`config.mk`:
```
export PLATFORM = sky130hd
export DESIGN_NAME = hlsm_rr_scheduler
export DESIGN_NICKNAME = d
export VERILOG_FILES = /design/src/rtl/hlsm_rr_scheduler.sv
export SDC_FILE = /design/constraint.sdc
export NUM_CORES = 1
export LEC_CHECK = 0
export ABC_AREA = 0
export BUFFER_PORTS_ARGS = -buffer_cell sky130_fd_sc_hd__buf_4
export CORE_AREA = 4 4 116 118
export CTS_CLUSTER_DIAMETER = 100
export DETAILED_ROUTE_END_ITERATION = 8
export DIE_AREA = 0 0 120 122
export PLACE_DENSITY = 0.77
export SLEW_MARGIN = 10
export SYNTH_ARGS = -nofsm -noshare
export SYNTH_HDL_FRONTEND = slang
export SYNTH_SLANG_ARGS = --single-unit
```
`constraint.sdc`:
```
create_clock -name clk -period 3.3 [get_ports clk]
set_clock_uncertainty 0.05 [all_clocks]
set_input_delay 0.33 -clock clk [delete_from_list [all_inputs] [get_ports clk]]
set_output_delay 0.33 -clock clk [all_outputs]
set_load 0.005 [all_outputs]
```
`src/rtl/hlsm_rr_scheduler.sv`:
```
// Round-robin front end for one shared HLSM compute unit: arbitrates among
// requesters, captures the winner's operands, starts the datapath, waits for
// completion (with timeout) and routes the result back to the winner.
module hlsm_rr_scheduler #(
   parameter int unsigned N_REQ   = 4,
   parameter int unsigned DW      = 16,
   parameter int unsigned ZW      = 8,
   parameter int unsigned TIMEOUT = 15
) (
   input  logic                clk,
   input  logic                rst,
   input  logic [N_REQ-1:0]    req,
   input  logic [N_REQ*DW-1:0] op_a,
   input  logic [N_REQ*DW-1:0] op_b,
   input  logic [N_REQ*DW-1:0] op_c,
   output logic [N_REQ-1:0]    ack,
   output logic [N_REQ-1:0]    rsp_valid,
   output logic [ZW-1:0]       rsp_z,
   output logic [DW-1:0]       rsp_x,
   output logic                rsp_err,
   output logic                busy,
   output logic                dp_start,
   output logic [DW-1:0]       dp_a,
   output logic [DW-1:0]       dp_b,
   output logic [DW-1:0]       dp_c,
   input  logic                dp_done,
   input  logic [ZW-1:0]       dp_z,
   input  logic [DW-1:0]       dp_x
);

   localparam int unsigned IW = $clog2(N_REQ);
   localparam int unsigned TW = 8;

   typedef enum logic [1:0] {
      S_IDLE  = 2'd0,
      S_START = 2'd1,
      S_WAIT  = 2'd2,
      S_RESP  = 2'd3
   } state_t;

   state_t            state_q, state_d;
   logic [IW-1:0]     ptr_q, ptr_d;
   logic [IW-1:0]     win_q, win_d;
   logic [TW-1:0]     tmo_cnt_q, tmo_cnt_d;
   logic [N_REQ-1:0]  ack_q, ack_d;
   logic [N_REQ-1:0]  rsp_valid_q, rsp_valid_d;
   logic [ZW-1:0]     rsp_z_q, rsp_z_d;
   logic [DW-1:0]     rsp_x_q, rsp_x_d;
   logic              rsp_err_q, rsp_err_d;
   logic              busy_q, busy_d;
   logic              dp_start_q, dp_start_d;
   logic [DW-1:0]     dp_a_q, dp_a_d;
   logic [DW-1:0]     dp_b_q, dp_b_d;
   logic [DW-1:0]     dp_c_q, dp_c_d;

   logic [IW-1:0]     pick_idx;
   logic [IW-1:0]     cand;
   logic              pick_found;

   // Round-robin search: first requester set starting at ptr, wrapping modulo N_REQ.
   always_comb begin
      pick_idx   = '0;
      pick_found = 1'b0;
      cand       = '0;
      for (int unsigned i = 0; i < N_REQ; i++) begin
         cand = IW'((32'(ptr_q) + i) % N_REQ);
         if (!pick_found && req[cand]) begin
            pick_found = 1'b1;
            pick_idx   = cand;
         end
      end
   end

   // Next-state and registered-output logic for IDLE -> START -> WAIT -> RESP.
   always_comb begin
      state_d     = state_q;
      ptr_d       = ptr_q;
      win_d       = win_q;
      tmo_cnt_d   = tmo_cnt_q;
      ack_d       = '0;
      rsp_valid_d = '0;
      rsp_z_d     = rsp_z_q;
      rsp_x_d     = rsp_x_q;
      rsp_err_d   = rsp_err_q;
      dp_start_d  = 1'b0;
      dp_a_d      = dp_a_q;
      dp_b_d      = dp_b_q;
      dp_c_d      = dp_c_q;

      case (state_q)
         S_IDLE: begin
            if (pick_found) begin
               win_d           = pick_idx;
               dp_a_d          = op_a[pick_idx*DW +: DW];
               dp_b_d          = op_b[pick_idx*DW +: DW];
               dp_c_d          = op_c[pick_idx*DW +: DW];
               ack_d[pick_idx] = 1'b1;
               dp_start_d      = 1'b1;
               state_d         = S_START;
            end
         end
         S_START: begin
            tmo_cnt_d = '0;
            state_d   = S_WAIT;
         end
         S_WAIT: begin
            if (dp_done) begin
               rsp_z_d            = dp_z;
               rsp_x_d            = dp_x;
               rsp_err_d          = 1'b0;
               rsp_valid_d[win_q] = 1'b1;
               state_d            = S_RESP;
            end else if ((32'(tmo_cnt_q) + 32'd1) >= TIMEOUT) begin
               // Abort: zeroed result flagged as error.
               rsp_z_d            = '0;
               rsp_x_d            = '0;
               rsp_err_d          = 1'b1;
               rsp_valid_d[win_q] = 1'b1;
               tmo_cnt_d          = tmo_cnt_q + 1'b1;
               state_d            = S_RESP;
            end else begin
               tmo_cnt_d = tmo_cnt_q + 1'b1;
            end
         end
         S_RESP: begin
            ptr_d   = (win_q == IW'(N_REQ - 1)) ? '0 : win_q + 1'b1;
            state_d = S_IDLE;
         end
         default: begin
            state_d = S_IDLE;
         end
      endcase

      busy_d = (state_d != S_IDLE);
   end

   // State and output registers; async active-low reset clears everything.
   always_ff @(posedge clk or negedge rst) begin
      if (!rst) begin
         state_q     <= S_IDLE;
         ptr_q       <= '0;
         win_q       <= '0;
         tmo_cnt_q   <= '0;
         ack_q       <= '0;
         rsp_valid_q <= '0;
         rsp_z_q     <= '0;
         rsp_x_q     <= '0;
         rsp_err_q   <= 1'b0;
         busy_q      <= 1'b0;
         dp_start_q  <= 1'b0;
         dp_a_q      <= '0;
         dp_b_q      <= '0;
         dp_c_q      <= '0;
      end else begin
         state_q     <= state_d;
         ptr_q       <= ptr_d;
         win_q       <= win_d;
         tmo_cnt_q   <= tmo_cnt_d;
         ack_q       <= ack_d;
         rsp_valid_q <= rsp_valid_d;
         rsp_z_q     <= rsp_z_d;
         rsp_x_q     <= rsp_x_d;
         rsp_err_q   <= rsp_err_d;
         busy_q      <= busy_d;
         dp_start_q  <= dp_start_d;
         dp_a_q      <= dp_a_d;
         dp_b_q      <= dp_b_d;
         dp_c_q      <= dp_c_d;
      end
   end

   assign ack       = ack_q;
   assign rsp_valid = rsp_valid_q;
   assign rsp_z     = rsp_z_q;
   assign rsp_x     = rsp_x_q;
   assign rsp_err   = rsp_err_q;
   assign busy      = busy_q;
   assign dp_start  = dp_start_q;
   assign dp_a      = dp_a_q;
   assign dp_b      = dp_b_q;
   assign dp_c      = dp_c_q;

endmodule

```
==> results of run 1 <==
[registers in the layout (all words and copies together) (netlist names)]
register   count
dp_b          16
state_q        2
ptr_q          2
rsp_x         16
ack            4
dp_c          16
rsp_err        1
dp_start       1
dp_a          16
rsp_z          8
tmo_cnt_q      8
busy           1
rsp_valid      4
win_q          2
[cell usage after synthesis, drive strengths merged (2+ instances only)]
cell    number  share of area, %
o22ai        2              0.24
buf         28               3.8
o221ai      48               8.2
a22o        24               4.1
dfrtp       97                47
clkbuf       9              0.66
nand4        2              0.24
o21a         2              0.29
a211o        2              0.34
ha          10               2.4
nor2b        2              0.39
a21oi        8              0.78
nor2        12              0.88
mux2i       99                19
nand3        6              0.59
and3         4              0.59
inv         16               1.2
nand2       59               4.3
o21ai       18               1.8
[cell families after synthesis]
| logic type | share of synthesized area, % |
|---|---|
| compound gates | 17.0 |
| xor+xnor | 0.341 |
| fa+ha+maj | 2.44 |
| buf+inv | 5.63 |
| flops | 47.3 |
| mux | 19.5 |
| simple gates | 7.80 |
[final timing paths]
check,from,endpoint,slack (ns)
setup / recovery,ptr_q[1],dp_a[13],0.99
min in group asynchronous,rst,ack[1],0.49
hold reg to reg,dp_b[2],dp_b[2],0.44
setup reg to reg,ptr_q[1],dp_a[13],0.99
hold / removal,dp_z[7],rsp_z[7],0.16
max in group asynchronous,rst,tmo_cnt_q[2],2.01
[layout make-up]
| class | instances | area [um2] |
|---|---|---|
| clock buffers | 13 | 280 |
| clock inverters | 3 | 68.8 |
| fillers | 1032 | 4590 |
| inverters | 16 | 60.1 |
| multi-input cells | 315 | 2430 |
| flip-flops and latches | 97 | 2430 |
| well taps | 172 | 215 |
| repair buffers | 313 | 2390 |
[timing repair]
action                                 CTS  global route
endpoints found under the hold margin   41             0
hold buffers                             1             0
setup endpoints to repair                0             0
[stage by stage]
step	hold WS [ns]	cell area, um2
after floorplan	-0.0156	5130
after global placement	0.292	7510
after detailed placement	0.299	7510
after CTS	0.146	7870
after global routing	0.153	7870
final	0.156	7870
[report_power, final]
group | internal, W | switching (W)
registers | 0.00171 | 0.000317
logic | 0.00156 | 0.00150
clock network | 0.000750 | 0.000444
[metal layers]
layer  part of all wire, %  routed length, um
met2                    52               9160
met1                    39               6820
met5                     0                  0
met3                   6.8               1210
met4                   2.5                439
[worst register-to-register path, delay by kind of cell, from the launching register on]
kind / cells / cell delay, ns
multiplexers: 2 / 0.78
flip-flops: 1 / 0.49
buffers and inverters: 1 / 0.43
AO/OA/AOI/OAI: 3 / 0.40
==> results.json, run 1 <==
{
  "status": "complete, no violations",
  "finalSetupViolCount": 0,
  "cp.arrival_ns": 2.45,
  "whs_path_depth": 2,
  "max-cap-violations": 0,
  "final_cell_mix": "buf_4, mux2i_1, dfrtp_1, nand2_1, o221ai_1",
  "core_mm2": 0.0125,
  "io_pins": 306,
  "placed_cells": 912,
  "async_flop_share_pct": 100,
  "finalWorstSetupSlack_ns": 0.991,
  "gr-total-overflow": 0,
  "rows": 41,
  "num_antenna_cells": 0,
  "powerDensity_mw_per_mm2": 798,
  "num-nets-final": 985,
  "gp_congestion": 0.866,
  "path_max_fanout": 96,
  "grt_pass1_vias": 5086,
  "viasPerCell": 5.35,
  "die_x_um": 120,
  "crit_top_cell": "mux2i_1",
  "critPathKind": "flop to flop",
  "hold_viol_final": 0,
  "clk_pin_slew_ns": 0.07,
  "crit_chain": "mux2i_1 > a21oi_1 > o21ai_4 > buf_12 > mux2i_1 > o221ai_1",
  "drcViolationCount": 0,
  "ys_warn_count": 0,
  "met1_usage_pct": 28.2,
  "slew_headroom_pct": 49.4,
  "yosysSeqAreaShare_pct": 47.3,
  "initial_core_util_pct": 41.2,
  "max_slew.worst_pin.slew_ns": 0.750,
  "fmax_mhz": 433,
  "cts.htree.levels": 3,
  "rsz0062_at_grt": "false",
  "drtPass1Iterations": 4,
  "finalPower_w": 0.00628,
  "portBuffers": 305,
  "die-area_mm2": 0.0146,
  "layout-drive-gt1-share_pct": 44.3,
  "hpwl_um": 13700,
  "synthFlopType": "dfrtp_1",
  "r2r_cells": 6,
  "pre_cts_ws_ns": 0.801,
  "cts_tree": "built",
  "routed_wl_um": 17600,
  "cp_top_family": "multiplexers",
  "slowest_delay_ns": 0.49,
  "post-cts-setup-buffers": 0,
  "insertion_delay_ns": 0.34,
  "post-route-min-period_ns": 2.31,
  "vias": 4967,
  "instances_no_fill": 929,
  "final_antenna_net_count": 0,
  "die_h_um": 122,
  "grt_antenna_before_repair": 0,
  "setup_tns_ns": 0,
  "syn_area_mm2": 0.00513,
  "synth-edff-count": 0,
  "cp_slowest_cell": "dfrtp_1",
  "grt_pass1_wl_um": 26600,
  "syn_avg_cell_area_um2": 11.0,
  "slew_violations": 0,
  "synthCells": 465,
  "syn2layout_area_growth_pct": 53.4,
  "grt.busiest_layer": "met2",
  "worstSetupStartpointType": "flop",
  "path_buf_inv": 1,
  "min_period_over_period_pct": 70.0,
  "vdd_drop_max_mv": 0.563,
  "drtIter0Drc": 265,
  "end_kind": "flop",
  "avgRoutedWirePerCell_um": 19.0,
  "grt_start_max_net_pins": 97,
  "synth.distinct_cells": 41,
  "grtUsageMet2_pct": 39.6,
  "final_common_cell": "buf_4",
  "cts_buffers": 9,
  "crit_required_ns": 3.44,
  "grt_use_total_pct": 22.9,
  "p_leak_nw": 4.15,
  "use_met3_pct": 4.83,
  "clock_path_buffers": 2,
  "post-route-util_pct": 63.2,
  "post_cts_resize_count": 0,
  "hold_class": "primary input to flop",
  "synth.net_count": 698,
  "synth_seq_cells": 97,
  "cp_num_cells": 6,
  "cts_sinks": 97,
  "cts_root_buf": "clkbuf_16"
}
Note: power is estimated with default switching activity, not from simulation.
==> run 2, diff against run 1 <==
ABC_AREA = 1   (was 0)
CORE_AREA = unset   (was 4 4 116 118)
CORE_ASPECT_RATIO = 1.5   (was unset)
CORE_MARGIN = 4   (was unset)
CORE_UTILIZATION = 43   (was unset)
DIE_AREA = unset   (was 0 0 120 122)
PLACE_DENSITY = 0.78   (was 0.77)
clock period = 1.9 ns   (was 3.3 ns; I/O delays follow)
==> results.json, run 2 <==
{
  "status": "complete, but fails checks",
  "violations": "setup timing",
  "async_flop_share_pct": 100,
  "final_antenna_net_count": 0,
  "worstSetupStartpointType": "flop",
  "die-area_mm2": 0.0168,
  "grt_antenna_before_repair": 0,
  "fill_cells": 1236,
  "worstHoldStart": "dp_x[12]",
  "gp_congestion": 0.894,
  "placed_cells": 1457,
  "final_common_cell": "buf_4",
  "clk_pin_slew_ns": 0.07,
  "synth_top_family_by_area": "simple AND/OR/NAND/NOR gates",
  "grt_start_max_net_pins": 98,
  "synth.net_count": 1195,
  "io_pins": 306,
  "grt_use_total_pct": 25.3,
  "synthAdderAreaFrac_pct": 1.97,
  "synth_seq_cells": 97,
  "multi_input_area_mm2": 0.00335,
  "cts_sinks": 97,
  "cp_top_family": "simple AND/OR/NAND/NOR gates",
  "vias": 7269,
  "cts_tree": "built",
  "fmax_mhz": 491,
  "cp_slowest_cell": "dfrtp_2",
  "hpwl_um": 16300,
  "die_h_um": 157,
  "cts_root_buf": "clkbuf_16",
  "grt_pass1_wl_um": 34000,
  "final_cell_mix": "buf_4, nand2_1, nand3_1, inv_1, dfrtp_1",
  "synthCells": 962,
  "rr_startpoint": "ptr_q[0]",
  "max-cap-violations": 0,
  "clock_path_buffers": 2,
  "routed_wl_um": 22800,
  "drtPass1Iterations": 5,
  "hold_ws_ns": 0.0271,
  "powerDensity_mw_per_mm2": 1840,
  "vdd_drop_max_mv": 1.26,
  "post-route-util_pct": 69.4,
  "core_mm2": 0.0145,
  "ys_warn_count": 0,
  "synth_most_common_cell": "nand2_1",
  "syn2layout_area_growth_pct": 59.2,
  "hold_viol_final": 0,
  "crit_required_ns": 2.08,
  "synth_area_leader_cell": "dfrtp_1",
  "startpoint": "ptr_q[0]",
  "p_leak_nw": 5.81,
  "max_slew.worst_pin.slew_ns": 0.555,
  "slew_headroom_pct": 63.0,
  "regArea_mm2": 0.00243,
  "syn_area_mm2": 0.00634,
  "cts_buffers": 9,
  "gr-total-overflow": 0,
  "synth-compound-area-share_pct": 1.58,
  "synthTopCellsByCount": "nand2_1, nand3_1, inv_1, dfrtp_1, nand3b_1",
  "grt_pass1_vias": 7014,
  "path_buf_inv": 2,
  "layout-drive-gt1-share_pct": 36.7,
  "synth.distinct_cells": 26,
  "setup_tns_ns": -6.92,
  "end_kind": "flop",
  "synth_simple_gate_area_share_pct": 42.9,
  "crit_chain": "buf_6 > nand2_2 > nand2_2 > nand2_2 > nand2_2 > nor2_4 > nand3_2 > nand2_4 > nand2_8 > buf_12 > or2_0 > nand3_1 > nand3_1",
  "cts.htree.levels": 3,
  "drcViolationCount": 0,
  "slew_violations": 0,
  "portBuffers": 305,
  "num_antenna_cells": 0,
  "hold_class": "primary input to flop",
  "initial_core_util_pct": 43.6,
  "slowest_delay_ns": 0.46,
  "rows": 54,
  "synth-edff-count": 0,
  "muxShareOfSynthArea_pct": 0,
  "avgRoutedWirePerCell_um": 15.4,
  "min_period_over_period_pct": 107,
  "synth_top_area_share_pct": 38.3,
  "rsz0062_at_grt": "true",
  "syn_avg_cell_area_um2": 6.59,
  "post-route-min-period_ns": 2.04,
  "synthTopCellsByArea": "dfrtp_1, nand2_1, nand3_1, inv_1, nand3b_1",
  "finalWorstSetupSlack_ns": -0.136,
  "synth_xor_area_share_pct": 0.691,
  "cp.arrival_ns": 2.22,
  "insertion_delay_ns": 0.34,
  "critPathKind": "flop to flop",
  "drtIter0Drc": 412,
  "die_x_um": 107,
  "num-nets-final": 1518,
  "synthFlopType": "dfrtp_1",
  "yosysSeqAreaShare_pct": 38.3,
  "path_max_fanout": 12,
  "instances_no_fill": 1486,
  "finalSetupViolCount": 79,
  "crit_top_cell": "nand2_2",
  "viasPerCell": 4.89
}
==> run 2: changes by cell type after synthesis, moves of 6 or more <==
cell      change
buf_2        +12
nand3b_1     +31
mux2i_1      -99
nand3_1     +170
a22o_1       -24
o21ai_0       -6
o221ai_1     -48
nand2_2       +8
nand2_1     +289
or2_0        +17
inv_1       +154
clkbuf_1      +8
==> run 2: tightest hold or removal path, delay by kind of cell <==
family | cells | cell delay [ns]
buffers and inverters | 1 | 0.07
AND/OR/NAND/NOR | 2 | 0.12
==> run 2: cells by family (layout without fill, tap and decap cells) <==
kind of cell | after synthesis | count (layout)
AO/OA/AOI/OAI | 19 | 19
XOR/XNOR | 5 | 5
adder cells (fa/ha/maj) | 10 | 10
buffers and inverters | 226 | 553
flip-flops | 97 | 97
AND/OR/NAND/NOR | 605 | 606
==> run 2: metrics by stage <==
step | setup WS (ns) | instance area [um2] | total power, W
5_1_grt | -0.276 | 10100 | 0.0202
2_1_floorplan | 0.0750 | 6340 | 0.0102
3_5_place_dp | -0.187 | 9120 | 0.0147
3_3_place_gp | -0.138 | 9120 | 0.0145
4_1_cts | -0.147 | 9680 | 0.0178
6_report | -0.136 | 10100 | 0.0186
==> run 2: final timing paths <==
check	endpoint	slack [ns]	cells after the start
worst max-delay path	dp_b[3]	-0.14	13
worst min-delay path	rsp_x[12]	0.03	3
worst max register to register	dp_b[3]	-0.14	13
worst min register to register	dp_c[0]	0.44	2
max in group asynchronous	ptr_q[0]	0.95	3
min in group asynchronous	dp_a[0]	0.36	3
==> run 2: routing by layer <==
metal  vias to the layer above  global-route usage, %  share of wire (%)
li1                       3574                      -                  -
met3                        51                   5.90                7.1
met5                         -                      0                  0
met1                      3350                   28.9                 36
met4                         0                   10.3                3.4
met2                       294                   45.2                 54
==> run 2: cell type report <==
| class | count | share of cell area [%] |
|---|---|---|
| timing repair buffer | 364 | 30.3 |
| inverter | 173 | 6.46 |
| clock inverter | 5 | 1.07 |
| multi-input combinational | 640 | 33.2 |
| sequential | 97 | 24.1 |
| tap | 196 | 2.43 |
| clock buffer | 11 | 2.51 |
==> run 2: where the power goes <==
group	leakage (nW)	switching, W	internal [W]
logic	4.42	0.00686	0.00580
registers	1.21	0.000710	0.00304
clock network	0.177	0.000813	0.00137
total	5.81	0.00838	0.0102
==> run 2: timing repair <==
| item | in CTS | in global routing |
|---|---|---|
| setup buffers | 3 | 2 |
| pin swaps | 10 | 13 |
| setup endpoints to repair | 82 | 86 |
| hold buffers | 1 | 0 |
| endpoints found under the hold margin | 97 | 0 |
| gates resized for setup | 29 | 86 |
| cloned | 3 | 4 |
